<file path="config.mk">
export PLATFORM = sky130hd
export DESIGN_NAME = bomb_controller
export DESIGN_NICKNAME = d
export VERILOG_FILES = /design/src/rtl/bomb_pkg.sv /design/src/rtl/sprite_addr_calc.sv /design/src/rtl/bomb_controller.sv
export SDC_FILE = /design/constraint.sdc
export NUM_CORES = 1
export LEC_CHECK = 0
export BUFFER_PORTS_ARGS = -buffer_cell sky130_fd_sc_hd__buf_4
export CORE_MARGIN = 10
export CORE_UTILIZATION = 41
export CTS_BUF_LIST = sky130_fd_sc_hd__clkbuf_8 sky130_fd_sc_hd__clkbuf_16
export DETAILED_ROUTE_END_ITERATION = 6
export PLACE_DENSITY = 0.68
export SKIP_CTS_REPAIR_TIMING = 1
export SLEW_MARGIN = 20
export SYNTH_ARGS = -nofsm -noshare
export SYNTH_HDL_FRONTEND = slang
export SYNTH_SLANG_ARGS = --single-unit
</file>
<file path="constraint.sdc">
create_clock -name clk -period 6.6 [get_ports clk]
set_input_delay 1.65 -clock clk [delete_from_list [all_inputs] [get_ports clk]]
set_output_delay 1.65 -clock clk [all_outputs]
set_load 0.01 [all_outputs]
</file>
<file path="src/rtl/bomb_pkg.sv">
// Shared types and constants for the bomb sprite: FSM states, sprite geometry,
// sprite ROM layout and screen dimensions.
package bomb_pkg;

  typedef enum logic [1:0] {
    IDLE    = 2'd0,
    FLIGHT  = 2'd1,
    EXPLODE = 2'd2
  } state_t;

  localparam int SPRITE_W      = 16;
  localparam int SPRITE_H      = 16;
  localparam int SPRITE_W_LOG2 = 4;
  localparam int SPRITE_H_LOG2 = 4;

  localparam logic [17:0] BOMB_BASE = 18'd0;
  localparam logic [17:0] EXPL_BASE = 18'd256;

  localparam int SCREEN_W = 640;
  localparam int SCREEN_H = 480;

  // Clamp a signed coordinate into 0..hi so it can index the visible screen.
  function automatic logic [9:0] clamp_coord(input logic signed [11:0] v,
                                             input logic [9:0] hi);
    logic [9:0] r;
    if (v < 12'sd0) begin
      r = '0;
    end else if (v > $signed({2'b00, hi})) begin
      r = hi;
    end else begin
      r = v[9:0];
    end
    return r;
  endfunction

endpackage

</file>
<file path="src/rtl/sprite_addr_calc.sv">
// Pixel hit test and sprite ROM address for one square-ish sprite placed at a
// signed screen position. Pure combinational so it adds no pixel latency.
module sprite_addr_calc #(
  parameter int W_LOG2     = 4,
  parameter int H_LOG2     = 4,
  parameter int FRAME_BITS = 2
) (
  input  logic                    enable,
  input  logic [9:0]              draw_x,
  input  logic [9:0]              draw_y,
  input  logic signed [10:0]      pos_x,
  input  logic signed [10:0]      pos_y,
  input  logic [17:0]             base,
  input  logic [FRAME_BITS-1:0]   frame,
  output logic                    hit,
  output logic [17:0]             addr
);

  localparam logic signed [11:0] W_S = 12'(1 << W_LOG2);
  localparam logic signed [11:0] H_S = 12'(1 << H_LOG2);

  logic signed [11:0] dx;
  logic signed [11:0] dy;
  logic               in_x;
  logic               in_y;

  // Offset of the current pixel from the sprite corner, bounds test, and a
  // shift-only address so no multiplier is inferred.
  always_comb begin
    dx   = $signed({2'b00, draw_x}) - $signed({pos_x[10], pos_x});
    dy   = $signed({2'b00, draw_y}) - $signed({pos_y[10], pos_y});
    in_x = (dx >= 12'sd0) && (dx < W_S);
    in_y = (dy >= 12'sd0) && (dy < H_S);
    hit  = enable & in_x & in_y;
    addr = '0;
    if (hit) begin
      addr = base
           + (18'(frame) << (W_LOG2 + H_LOG2))
           + (18'(dy[H_LOG2-1:0]) << W_LOG2)
           + 18'(dx[W_LOG2-1:0]);
    end
  end

endmodule

</file>
<file path="src/rtl/bomb_controller.sv">
// Single-bomb flight and explosion controller. Advances the bomb once per
// video frame under gravity, detects terrain/floor impact, runs the explosion
// animation, and drives the per-pixel sprite lookup for color_mapper.
module bomb_controller
  import bomb_pkg::*;
#(
  parameter int EXPL_FRAMES = 4,
  parameter int FRAME_TICKS = 6,
  parameter int GRAVITY     = 1,
  parameter int VMAX        = 15
) (
  input  logic              clk,
  input  logic              reset_n,
  input  logic              frame_tick,
  input  logic              launch,
  input  logic [9:0]        launch_x,
  input  logic [9:0]        launch_y,
  input  logic signed [5:0] launch_vx,
  input  logic signed [5:0] launch_vy,
  output logic [9:0]        probe_x,
  output logic [9:0]        probe_y,
  input  logic              terrain_hit,
  input  logic [9:0]        DrawX,
  input  logic [9:0]        DrawY,
  output logic              busy,
  output logic              explode_pulse,
  output logic [9:0]        explode_x,
  output logic [9:0]        explode_y,
  output logic              drawBomb,
  output logic [17:0]       addrBomb
);

  localparam int FRAME_BITS = (EXPL_FRAMES > 1) ? $clog2(EXPL_FRAMES) : 1;
  localparam int TICK_BITS  = (FRAME_TICKS > 1) ? $clog2(FRAME_TICKS) : 1;

  localparam logic [FRAME_BITS-1:0] LAST_FRAME = FRAME_BITS'(EXPL_FRAMES - 1);
  localparam logic [TICK_BITS-1:0]  LAST_TICK  = TICK_BITS'(FRAME_TICKS - 1);

  localparam logic signed [11:0] X_MAX    = 12'(SCREEN_W - SPRITE_W);
  localparam logic signed [11:0] Y_FLOOR  = 12'(SCREEN_H - SPRITE_H);
  localparam logic signed [11:0] HALF_W   = 12'(SPRITE_W / 2);
  localparam logic signed [11:0] FULL_H   = 12'(SPRITE_H);
  localparam logic [9:0]         HALF_W10 = 10'(SPRITE_W / 2);
  localparam logic [9:0]         HALF_H10 = 10'(SPRITE_H / 2);
  localparam logic [9:0]         FLOOR_CY = 10'(SCREEN_H - SPRITE_H + SPRITE_H / 2);

  localparam logic signed [6:0]  GRAVITY_S = 7'(GRAVITY);
  localparam logic signed [6:0]  VMAX_S    = 7'(VMAX);

  state_t                  state;
  logic signed [10:0]      x;
  logic signed [10:0]      y;
  logic signed [5:0]       vx;
  logic signed [5:0]       vy;
  logic [FRAME_BITS-1:0]   frame;
  logic [TICK_BITS-1:0]    tick_cnt;

  logic signed [11:0]      nx;
  logic signed [11:0]      ny;
  logic signed [6:0]       vy_inc;
  logic signed [5:0]       vy_next;
  logic signed [11:0]      probe_px;
  logic signed [11:0]      probe_py;

  // Candidate next position, saturated vertical speed and the terrain probe
  // point; computed one bit wider so off-screen moves cannot wrap.
  always_comb begin
    nx       = $signed({x[10], x}) + $signed({{6{vx[5]}}, vx});
    ny       = $signed({y[10], y}) + $signed({{6{vy[5]}}, vy});
    vy_inc   = $signed({vy[5], vy}) + GRAVITY_S;
    vy_next  = (vy_inc > VMAX_S) ? VMAX_S[5:0] : vy_inc[5:0];
    probe_px = $signed({x[10], x}) + HALF_W;
    probe_py = $signed({y[10], y}) + FULL_H;
  end

  assign probe_x = clamp_coord(probe_px, 10'(SCREEN_W - 1));
  assign probe_y = clamp_coord(probe_py, 10'(SCREEN_H - 1));
  assign busy    = (state != IDLE);

  // Bomb life cycle: launch, per-frame motion and impact, explosion timing.
  always_ff @(posedge clk or negedge reset_n) begin
    if (!reset_n) begin
      state         <= IDLE;
      x             <= '0;
      y             <= '0;
      vx            <= '0;
      vy            <= '0;
      frame         <= '0;
      tick_cnt      <= '0;
      explode_pulse <= 1'b0;
      explode_x     <= '0;
      explode_y     <= '0;
    end else begin
      explode_pulse <= 1'b0;
      case (state)
        IDLE: begin
          if (launch) begin
            x     <= $signed({1'b0, launch_x});
            y     <= $signed({1'b0, launch_y});
            vx    <= launch_vx;
            vy    <= launch_vy;
            state <= FLIGHT;
          end
        end
        FLIGHT: begin
          if (frame_tick) begin
            if (terrain_hit) begin
              state         <= EXPLODE;
              explode_pulse <= 1'b1;
              explode_x     <= x[9:0] + HALF_W10;
              explode_y     <= y[9:0] + HALF_H10;
              frame         <= '0;
              tick_cnt      <= '0;
            end else begin
              vy <= vy_next;
              if ((nx < 12'sd0) || (nx > X_MAX)) begin
                state <= IDLE;
              end else if (ny >= Y_FLOOR) begin
                x             <= nx[10:0];
                y             <= Y_FLOOR[10:0];
                state         <= EXPLODE;
                explode_pulse <= 1'b1;
                explode_x     <= nx[9:0] + HALF_W10;
                explode_y     <= FLOOR_CY;
                frame         <= '0;
                tick_cnt      <= '0;
              end else begin
                x <= nx[10:0];
                y <= ny[10:0];
              end
            end
          end
        end
        EXPLODE: begin
          if (frame_tick) begin
            if (tick_cnt == LAST_TICK) begin
              tick_cnt <= '0;
              if (frame == LAST_FRAME) begin
                frame <= '0;
                state <= IDLE;
              end else begin
                frame <= frame + FRAME_BITS'(1);
              end
            end else begin
              tick_cnt <= tick_cnt + TICK_BITS'(1);
            end
          end
        end
        default: state <= IDLE;
      endcase
    end
  end

  logic                  in_explode;
  logic [17:0]           sprite_base;
  logic [FRAME_BITS-1:0] sprite_frame;

  assign in_explode   = (state == EXPLODE);
  assign sprite_base  = in_explode ? EXPL_BASE : BOMB_BASE;
  assign sprite_frame = in_explode ? frame : '0;

  sprite_addr_calc #(
    .W_LOG2     (SPRITE_W_LOG2),
    .H_LOG2     (SPRITE_H_LOG2),
    .FRAME_BITS (FRAME_BITS)
  ) u_sprite_addr (
    .enable (busy),
    .draw_x (DrawX),
    .draw_y (DrawY),
    .pos_x  (x),
    .pos_y  (y),
    .base   (sprite_base),
    .frame  (sprite_frame),
    .hit    (drawBomb),
    .addr   (addrBomb)
  );

endmodule

</file>
==> reports/qor_table.md <==
| Quantity | Value |
|:---|:---|
| Status | finished, final reports clean |
| Ratio of total power to cell area | 619 mW/mm2 |
| RSZ-0062 raised after global routing | false |
| Reg clk slew, reported paths | 50 ps |
| Final number of setup-violating endpoints | 0 |
| Worst setup path start | DrawY[0] |
| Worst endpoint required time | 4950 ps |
| Worst-Margin Slew | 887 ps |
| Placed Cells | 916 |
| Bufs on Longest Clock Path | 2 |
| Number of antenna diodes | 0 |
| Maximum number of pins on one net before global-route repair | 63 |
| Netlist cell types | 67 |
| Initial antenna violation count | 0 |
| Final total power | 0.00421 W |
| Placer's final routability congestion estimate | 0.908 |
| Total I/O pin count | 118 |
| Maximum clock skew at final layout | 6.37 ps |
| Critical path class | in -> out |
| Setup slack of the worst register-to-register path | 2510 ps |
| Synth top area share | 27.9% |
| Share of synthesized flip-flops with an asynchronous set or reset | 100% |
| Area of the die | 0.0186 mm2 |
| Final count of pins violating max slew | 0 |
| Worst VDD drop | 0.257 mV |
| Worst min-delay path startpoint | explode_y[0] |
| Sequential share of the synthesized area | 27.9% |
| Vias in the first global route | 5,206 |
| Total negative setup slack | 0 ps |
| Cell Count, Final, Fillers Out | 933 |
| Latest clock arrival within the worst-skew pair | 340 ps |
| Post-Synth Adder-Cell Area | 13.1% |
| P_leak | 3.15 nW |
| CTS H-tree lvls | 3 |
| Dominant cells by area after synthesis | dfrtp_1 28%, ha_1 11%, a21oi_1 4.6%, xnor2_1 4.3%, o21ai_0 4.2% |
| Post-route clock period utilization | 95.9% |
| Post-Synth XOR/XNOR Area | 6.62% |
| Violation count after the first detailed-route iteration | 290 |
| Crit Path Max Fanout | 12 |
| Core outline area | 0.0132 mm2 |
| Sum of overflow across all layers after global routing | 0 |
| Number of synthesized flops with an enable pin | 0 |
| Num CTS Buffers | 9 |
| Worst r2r src | x[0] |
| Proportion of layout cells with a drive suffix above 1 | 20.7% |
| Hold Fails Final Rpt | 0 |
| Die extent in y | 136 um |
| Instance count of the mapped netlist | 654 |
| PortBufs | 109 |
| Mux contribution to synthesized area | 4.79% |
| Overall Global Routing Usage | 17.8% |
| Tightest slew margin relative to the limit | 40.5% |
| # DRC | 0 |
| Number of nets in the final layout | 864 |
| Yosys synthesis warning count | 0 |
| Die Wd | 136 um |
| Cell area after technology mapping | 0.00556 mm2 |
| Area added between synthesis and finish | 22.5% |
| Most common library cell in the layout ignoring fill and taps | buf_4 |
| Compound-cell area share of the yosys netlist | 24.9% |
| Type of the tightest min-delay check | reg -> reg |
| Prevailing post-synth register cell | dfrtp_1 |
| Placement row count | 42 |
| Top library cells by usage in the layout, fill and taps aside | 114 x buf_4, 62 x dfrtp_1, 51 x a21oi_1, 51 x ha_1, 48 x nor2_1 |
| Main combinational cell family by area after synthesis | compound AO/OA/AOI/OAI gates |
| Starting density of the core | 42.0% |
| Total via count after detailed routing | 5,252 |
| Flops & latches, synth | 62 |
| Simple-Gate Fraction of Synth Area | 16.1% |
| Average instance area after synthesis | 8.50 um2 |
| Max-cap check violation count | 0 |
| Final core utilization | 51.4% |
| Final WL | 16,700 um |
| Wirelength per Cell | 17.9 um |
| Clock tree from TritonCTS | yes |
| Leading area contributor after synthesis | dfrtp_1 |
| Highest clock rate | 0.158 GHz |
| Final min period | 6330 ps |
| Endpoint class of the critical path | output port |
| DR pass1 iterations | 5 |
| Layout fillers | 1,245 |
| Antenna Violating Nets Remaining | 0 |
| Clock Sinks | 62 |
| Crit path launch type | input pin |
| Global-route wire length before repair | 26,600 um |
| Cell chosen for the clock root | clkbuf_16 |
| Detailed-placement wirelength estimate | 13,200 um |
| Critical path data arrival time | 4680 ps |
| Drt via density | 5.63 |
report_power, final:
part | total [W] | switching, W | leakage [nW] | internal [W]
Clock | 0.000516 | 0.000184 | 0.156 | 0.000331
Sequential | 0.000823 | 0.000263 | 0.746 | 0.000560
Combinational | 0.00287 | 0.00162 | 2.25 | 0.00126
through the flow:
| stage | area [um2] | worst slack (ps) | hold WS, ps |
|---|---|---|---|
| after global routing | 6810 | 8.66 | 520 |
| after floorplan | 5590 | 602 | 487 |
| after global placement | 6480 | 283 | 480 |
| final | 6810 | 267 | 501 |
| after detailed placement | 6480 | 105 | 485 |
| after CTS | 6800 | 98.3 | 504 |
sequential cells by signal (all words and copies together), names as in the netlist:
name           cells
tick_cnt           3
frame              2
explode_x         10
vy                 6
state              2
x                 11
explode_pulse      1
explode_y         10
vx                 6
y                 11
final cells by class:
class / instances / area (um2) / area share, %
Clock buffer: 9 / 225 / 3.31
Clock inverter: 7 / 98.8 / 1.45
Inverter: 47 / 184 / 2.70
Multi-Input combinational cell: 518 / 3670 / 54.0
Sequential cell: 62 / 1550 / 22.8
Tap cell: 176 / 220 / 3.23
Timing Repair Buffer: 114 / 856 / 12.6
critical path, cell delays in order:
cell and delay [ps]:
buf_4 110, inv_1 50, ha_1 170, inv_1 60
fa_1 400, a21o_1 190, a21o_1 190, a21boi_0 320
nor2_1 90, xnor2_1 150, o2111ai_1 130, nor4b_1 360
nand4_1 130, buf_4 190, nor4_1 320, buf_4 190
cells by family after synthesis:
logic type	count (synthesis)
AND/OR/NAND/NOR	179
buffers and inverters	81
AO/OA/AOI/OAI	209
flip-flops	62
XOR/XNOR	42
other	1
adder cells (fa/ha/maj)	56
multiplexers	24
synthesized netlist by cell type (4+ instances only):
library cell,n
dfrtp_1,62
a21oi_1,51
ha_1,51
nor2_1,48
o21ai_0,47
inv_1,46
nand2_1,42
xnor2_1,27
clkbuf_1,22
a21o_1,16
mux2_2,16
o21a_1,15
xor2_1,15
a211oi_1,13
nor3_1,13
nand3_1,12
nor4_1,11
nor2b_1,10
nand4_1,9
buf_4,8
nor3b_1,8
mux2i_1,6
a21boi_0,5
and2_1,5
and3_1,5
nor4b_1,5
o22ai_1,5
a221oi_1,4
fa_1,4
nand2b_1,4
o211ai_1,4
o21ai_1,4
o21bai_1,4
o22a_1,4
layer usage:
metal / vias up / share of wire [%] / wire [um] / track usage (%)
li1: 2586 / - / - / -
met1: 2464 / 46 / 7690 / 23.4
met2: 175 / 46 / 7580 / 28.4
met3: 27 / 6.6 / 1100 / 4.06
met4: 0 / 1.8 / 292 / 5.09
met5: - / 0 / 0 / 0
worst paths after layout:
check	to	cells past startpoint
max in group asynchronous	x[10]	1
hold / removal	explode_y[0]	1
min in group asynchronous	vy[1]	1
setup / recovery	addrBomb[2]	16
hold reg to reg	explode_y[0]	1
setup reg to reg	y[6]	12
No activity file was read; power rests on OpenSTA's default activity.
